File: src/rtl/vga_pkg.sv
// VGA timing defaults and decoder state encoding,
// shared by the timing generator and the receive decoder.
package vga_pkg;

  localparam int H_ACTIVE = 640;
  localparam int H_FP     = 16;
  localparam int H_SYNC   = 96;
  localparam int H_TOTAL  = 800;
  localparam int V_ACTIVE = 480;
  localparam int V_FP     = 10;
  localparam int V_SYNC   = 2;
  localparam int V_TOTAL  = 525;

  typedef enum logic [1:0] {
    SEARCH = 2'd0,
    TRACK  = 2'd1,
    LOCKED = 2'd2
  } state_t;

  function automatic logic [9:0] sat_inc(
    input logic [9:0] v
  );
    return (v == 10'h3ff) ? v : v + 10'd1;
  endfunction

endpackage

File: src/rtl/vga_sync_edge.sv
// Two-flop synchroniser for an async sync pin with a
// falling-edge detector sampled on the pixel tick.
module vga_sync_edge (
  input  logic clk,
  input  logic rst_n,
  input  logic tick,
  input  logic raw,
  output logic fall
);

  logic meta;
  logic level;
  logic prev;

  always_ff @(posedge clk or negedge rst_n) begin
    if (!rst_n) begin
      meta  <= 1'b0;
      level <= 1'b0;
      prev  <= 1'b0;
    end else begin
      meta  <= raw;
      level <= meta;
      if (tick) prev <= level;
    end
  end

  assign fall = tick & prev & ~level;

endmodule

File: src/rtl/vga_sync_decoder.sv
// Receive-side VGA timing recovery: pixel position, data
// enable, line/frame period measurement and lock tracking.
module vga_sync_decoder #(
  parameter int CLK_DIV     = 4,
  parameter int H_ACTIVE    = vga_pkg::H_ACTIVE,
  parameter int H_FP        = vga_pkg::H_FP,
  parameter int H_TOTAL     = vga_pkg::H_TOTAL,
  parameter int V_ACTIVE    = vga_pkg::V_ACTIVE,
  parameter int V_FP        = vga_pkg::V_FP,
  parameter int V_TOTAL     = vga_pkg::V_TOTAL,
  parameter int LOCK_FRAMES = 2
) (
  input  logic       clk100_in,
  input  logic       rstn_in,
  input  logic       hs_in,
  input  logic       vs_in,
  input  logic [7:0] rgb_in,
  output logic [9:0] x_out,
  output logic [9:0] y_out,
  output logic       de_out,
  output logic [7:0] rgb_out,
  output logic       locked_out,
  output logic       err_out,
  output logic [9:0] h_period_out,
  output logic [9:0] v_lines_out
);

  import vga_pkg::*;

  localparam int DW = (CLK_DIV > 1) ? $clog2(CLK_DIV) : 1;
  localparam int TO = 2 * H_TOTAL;
  localparam int TW = $clog2(TO + 1);
  localparam int GW = $clog2(LOCK_FRAMES + 1);

  localparam logic [DW-1:0] DIV_MAX = DW'(CLK_DIV - 1);
  localparam logic [9:0] X_LOAD = 10'(H_ACTIVE + H_FP);
  localparam logic [9:0] Y_LOAD = 10'(V_ACTIVE + V_FP);
  localparam logic [9:0] X_MAX  = 10'(H_TOTAL - 1);
  localparam logic [9:0] Y_MAX  = 10'(V_TOTAL - 1);
  localparam logic [9:0] H_LEN  = 10'(H_TOTAL);
  localparam logic [9:0] V_LEN  = 10'(V_TOTAL);
  localparam logic [9:0] H_ACT  = 10'(H_ACTIVE);
  localparam logic [9:0] V_ACT  = 10'(V_ACTIVE);
  localparam logic [TW-1:0] TO_LAST = TW'(TO - 1);
  localparam logic [TW-1:0] TO_SAT  = TW'(TO);
  localparam logic [GW-1:0] G_LOCK  = GW'(LOCK_FRAMES);

  state_t        state, state_n;
  logic [DW-1:0] div, div_n;
  logic          tick;
  logic          hs_fall;
  logic          vs_fall;
  logic [7:0]    rgb_m;
  logic [7:0]    rgb_s;

  logic [9:0]    x_n, y_n;
  logic [9:0]    hcnt, hcnt_n;
  logic [9:0]    vcnt, vcnt_n;
  logic [TW-1:0] tcnt, tcnt_n;
  logic [GW-1:0] good_cnt, good_n;
  logic          bad_seen, bad_n;
  logic [9:0]    hp_n, vl_n;
  logic          de_n;
  logic [7:0]    rgb_n;
  logic          err_n;
  logic          line_ok;
  logic          frame_ok;
  logic          timeout;

  assign tick = (div == DIV_MAX);

  vga_sync_edge u_hs (
    .clk   (clk100_in),
    .rst_n (rstn_in),
    .tick  (tick),
    .raw   (hs_in),
    .fall  (hs_fall)
  );

  vga_sync_edge u_vs (
    .clk   (clk100_in),
    .rst_n (rstn_in),
    .tick  (tick),
    .raw   (vs_in),
    .fall  (vs_fall)
  );

  always_comb begin
    div_n    = tick ? '0 : div + DW'(1);
    state_n  = state;
    x_n      = x_out;
    y_n      = y_out;
    hcnt_n   = hcnt;
    vcnt_n   = vcnt;
    tcnt_n   = tcnt;
    good_n   = good_cnt;
    bad_n    = bad_seen;
    hp_n     = h_period_out;
    vl_n     = v_lines_out;
    de_n     = de_out;
    rgb_n    = rgb_out;
    err_n    = 1'b0;
    line_ok  = (hcnt == H_LEN);
    frame_ok = (vcnt == V_LEN) && !bad_seen;
    timeout  = tick && !hs_fall && (tcnt == TO_LAST);

    if (tick) begin
      if (hs_fall)
        x_n = X_LOAD;
      else if (x_out == X_MAX)
        x_n = '0;
      else
        x_n = x_out + 10'd1;

      if (vs_fall)
        y_n = Y_LOAD;
      else if (!hs_fall && x_out == X_MAX)
        y_n = (y_out == Y_MAX) ? '0 : y_out + 10'd1;

      if (hs_fall) begin
        hp_n   = hcnt;
        hcnt_n = 10'd1;
        tcnt_n = '0;
        vcnt_n = sat_inc(vcnt);
        if (!line_ok) bad_n = 1'b1;
      end else begin
        hcnt_n = sat_inc(hcnt);
        if (tcnt != TO_SAT) tcnt_n = tcnt + TW'(1);
      end

      // a line ending on the vs edge belongs to the new frame
      if (vs_fall) begin
        vl_n   = vcnt;
        vcnt_n = hs_fall ? 10'd1 : 10'd0;
        bad_n  = hs_fall && !line_ok;
      end

      unique case (state)
        SEARCH: begin
          if (vs_fall) begin
            state_n = TRACK;
            good_n  = '0;
          end
        end
        TRACK: begin
          if (vs_fall) begin
            if (frame_ok) begin
              good_n = good_cnt + GW'(1);
              if (good_n == G_LOCK) state_n = LOCKED;
            end else begin
              good_n = '0;
            end
          end
        end
        LOCKED: begin
          if ((hs_fall && !line_ok) ||
              (vs_fall && !frame_ok)) begin
            state_n = TRACK;
            good_n  = '0;
            err_n   = 1'b1;
          end
        end
        default: state_n = SEARCH;
      endcase

      if (timeout) begin
        state_n = SEARCH;
        good_n  = '0;
        err_n   = (state == LOCKED);
      end

      de_n  = (state_n == LOCKED) &&
              (x_n < H_ACT) && (y_n < V_ACT);
      rgb_n = de_n ? rgb_s : 8'h00;
    end
  end

  always_ff @(posedge clk100_in or negedge rstn_in) begin
    if (!rstn_in) begin
      state        <= SEARCH;
      div          <= '0;
      rgb_m        <= '0;
      rgb_s        <= '0;
      x_out        <= '0;
      y_out        <= '0;
      hcnt         <= '0;
      vcnt         <= '0;
      tcnt         <= '0;
      good_cnt     <= '0;
      bad_seen     <= 1'b0;
      h_period_out <= '0;
      v_lines_out  <= '0;
      de_out       <= 1'b0;
      rgb_out      <= '0;
      locked_out   <= 1'b0;
      err_out      <= 1'b0;
    end else begin
      state        <= state_n;
      div          <= div_n;
      rgb_m        <= rgb_in;
      rgb_s        <= rgb_m;
      x_out        <= x_n;
      y_out        <= y_n;
      hcnt         <= hcnt_n;
      vcnt         <= vcnt_n;
      tcnt         <= tcnt_n;
      good_cnt     <= good_n;
      bad_seen     <= bad_n;
      h_period_out <= hp_n;
      v_lines_out  <= vl_n;
      de_out       <= de_n;
      rgb_out      <= rgb_n;
      locked_out   <= (state_n == LOCKED);
      err_out      <= err_n;
    end
  end

endmodule

File: config.mk
export PLATFORM = sky130hd
export DESIGN_NAME = vga_sync_decoder
export DESIGN_NICKNAME = d
export VERILOG_FILES = /design/src/rtl/vga_pkg.sv /design/src/rtl/vga_sync_edge.sv /design/src/rtl/vga_sync_decoder.sv
export SDC_FILE = /design/constraint.sdc
export NUM_CORES = 1
export LEC_CHECK = 0
export ABC_AREA = 1
export BUFFER_PORTS_ARGS = -buffer_cell sky130_fd_sc_hd__buf_2
export CAP_MARGIN = 40
export CORE_UTILIZATION = 57
export DETAILED_ROUTE_END_ITERATION = 7
export GPL_TIMING_DRIVEN = 0
export PLACE_DENSITY = 0.76
export SLEW_MARGIN = 15
export SYNTH_ARGS = -nofsm -noshare
export SYNTH_HDL_FRONTEND = slang
export SYNTH_SLANG_ARGS = --single-unit
File: constraint.sdc
create_clock -name clk100_in -period 5.9 [get_ports clk100_in]
set_input_delay 0.295 -clock clk100_in [delete_from_list [all_inputs] [get_ports clk100_in]]
set_output_delay 0.295 -clock clk100_in [all_outputs]
set_load 0.02 [all_outputs]
==> results.ini <==
[job]
drv_cap=0

[timing]
fmax_ghz=0.449
slew_violations=0
min_period_ns=2.23
setup_tns_ns=0
worstMarginPinSlew_ns=0.533
slew-limit-headroom_pct=64.5
rsz0062_at_grt=false
finClkSkew_ns=0.0204
post-route-period-util_pct=37.8
hold_ws_ns=0.0247
final-hold-violation-count=0
setup-violations-final=0
final.setup.worst_slack_ns=3.67

[clocking]
ctsHoldBuffers=10
htree_levels=3
clkSinkCount=111
cts_tree=yes
clk_latency_ns=0.39
clockBufferDepth=2
cts_setup_buffers=0
cts_buffers=9
root_buffer=clkbuf_8
post_cts_resize_count=0
cts.reportedPaths.clkPinSlew_ns=0.11

[routing]
vias=4485
drcViolationCount=3
wl_per_cell_um=13.6
antenna_left=0
finalWirelength_um=11400
vias_per_cell=5.36
firstDrtPassIters=8
first_iter_violations=261

[global_routing]
grt_use_total_pct=25.1
first_global_vias=4228
overflow=0
antenna_found_initial=0
grt_pass1_wl_um=19500
grt_max_degree=62

[pwr]
power.total_mw=1.53
vdd_drop_max_mv=0.156
p_leak_nw=3.02
p_per_area_mw_per_mm2=251

[logic_synthesis]
synth-edff-count=0
syn_inst=640
synth_area_mm2=0.00530
yosys-top-cells-area=dfrtp_1, nand2_1, inv_1, o21ai_0, nand3_1
ys_ff_latch=111
yosys_warnings=0
seq_area_frac_synth_pct=52.4
synth_top_cell_by_area=dfrtp_1
yosysTopAreaCellShare_pct=52.4
syn_nets=663
async_reset_ff_share_pct=100
ys_types=35
yosys_most_used_dff=dfrtp_1
syn_area_per_cell_um2=8.28

[critical_path]
endpoint_kind=flip-flop
cp-start-kind=flip-flop
crit_required_ns=6.23
crit_arrival_ns=2.56
path_max_fanout=8
path_class=reg -> reg

[layout]
antennaDiodeCount=0
drive_gt1_share_pct=13.7
fillers=728
area_growth_pct=14.8
register_area_mm2=0.00278
layout.cells.non_filler=837
final_nets=747
multi_input_area_mm2=0.00216

[die]
die-area_mm2=0.00969
die_h_um=98.4
core-area_mm2=0.00885
die_w_um=98.4
start_util_pct=59.9
rows=34
io_pins=63

[run_status]
violations=design-rule violations
status=complete, but fails checks

[placed_design]
portBuffers=62
pre_cts_slack_ns=3.69
place_congestion=0.886
dp_hpwl_um=8110
dp_cells=811

[worst_hold_path]
holdCritPathClass=in -> reg

## cell families after synthesis
kind of cell    synth area share, %
compound gates                 10.0
xor+xnor                       2.15
fa+ha+maj                      2.60
buf+inv                        6.89
flops                          52.4
simple gates                   25.9
## area by class of cell
class,instances,share of cell area [%]
flip-flops and latches,111,45.7
multi-input cells,438,35.4
repair buffers,73,7.30
inverters,77,4.75
well taps,108,2.22
clock buffers,9,2.04
clock inverters,7,1.36
plain buffers,14,1.25
## final timing paths
check	startpoint	endpoint	slack (ns)	cells past startpoint
worst min-delay path	hs_in	u_hs.meta	0.02	1
max in group asynchronous	rstn_in	div[0]	4.85	3
worst max-delay path	div[0]	y_out[2]	3.67	12
worst min register to register	rgb_m[6]	rgb_s[6]	0.36	0
min in group asynchronous	rstn_in	tcnt[9]	0.41	2
worst max register to register	div[0]	y_out[2]	3.67	12
## synthesized netlist by cell type, types with 2 or more instances
library cell	count
nor2_1	59
o21ai_0	51
nor4_1	4
o31ai_1	8
inv_2	2
o22ai_1	3
nand2_2	3
nor2_2	5
dfrtp_1	111
buf_4	2
nor3_1	13
clkbuf_1	8
xor2_1	13
o21a_1	4
nand4_1	9
nand3_2	2
ha_1	11
nor2_4	2
a21boi_0	2
nand2_1	175
inv_1	75
a21oi_1	18
buf_6	2
nand3_1	47
## flip-flops by register name (all words and copies together) (netlist names), 2 cells and up
name and count:
div 2, good_cnt 2, h_period_out 10, hcnt 10
rgb_m 8, rgb_out 8, rgb_s 8, state 2
tcnt 11, v_lines_out 10, vcnt 10, x_out 10
y_out 10
## metrics by stage
step	area [µm²]	util [%]
5_1_grt	6080	68.8
3_5_place_dp	5780	65.3
3_3_place_gp	5740	64.9
6_report	6080	68.8
2_1_floorplan	5300	-
4_1_cts	6080	68.8
## worst max-delay path, cell delays in order, from the launching register on
cell and delay [ns]:
dfrtp_1 0.40, ha_1 0.19, buf_4 0.17, inv_2 0.07, nor2_2 0.04, nand2_2 0.14, inv_2 0.06, nor2_2 0.25
nand3_1 0.21, nor2_1 0.24, nand2_1 0.12, o21ai_0 0.16, o21a_1 0.13
## cell usage in the layout, fill, tap and decap left out, types with 9 or more instances in the layout
cell	count
nor3_1	13
nand2_1	175
o21ai_0	51
dlygate4sd3_1	10
dfrtp_1	111
a21oi_1	18
nand4_1	9
ha_1	11
xor2_1	13
nor2_1	59
inv_1	75
buf_2	62
nand3_1	47
clkbuf_8	9
## power by group
group,total [mW],switching (mW),internal [mW]
combinational,0.200,0.130,0.0696
clock,0.466,0.294,0.172
sequential,0.863,0.0477,0.815
## layer usage
layer | track usage, % | vias to the layer above | wire length [µm]
met5 | 0 | - | 0
met4 | 8.38 | 0 | 121
met3 | 5.53 | 13 | 569
met2 | 39.2 | 122 | 5270
met1 | 35.2 | 2113 | 5440
li1 | - | 2237 | -
Note: power is estimated with default switching activity, not from simulation.
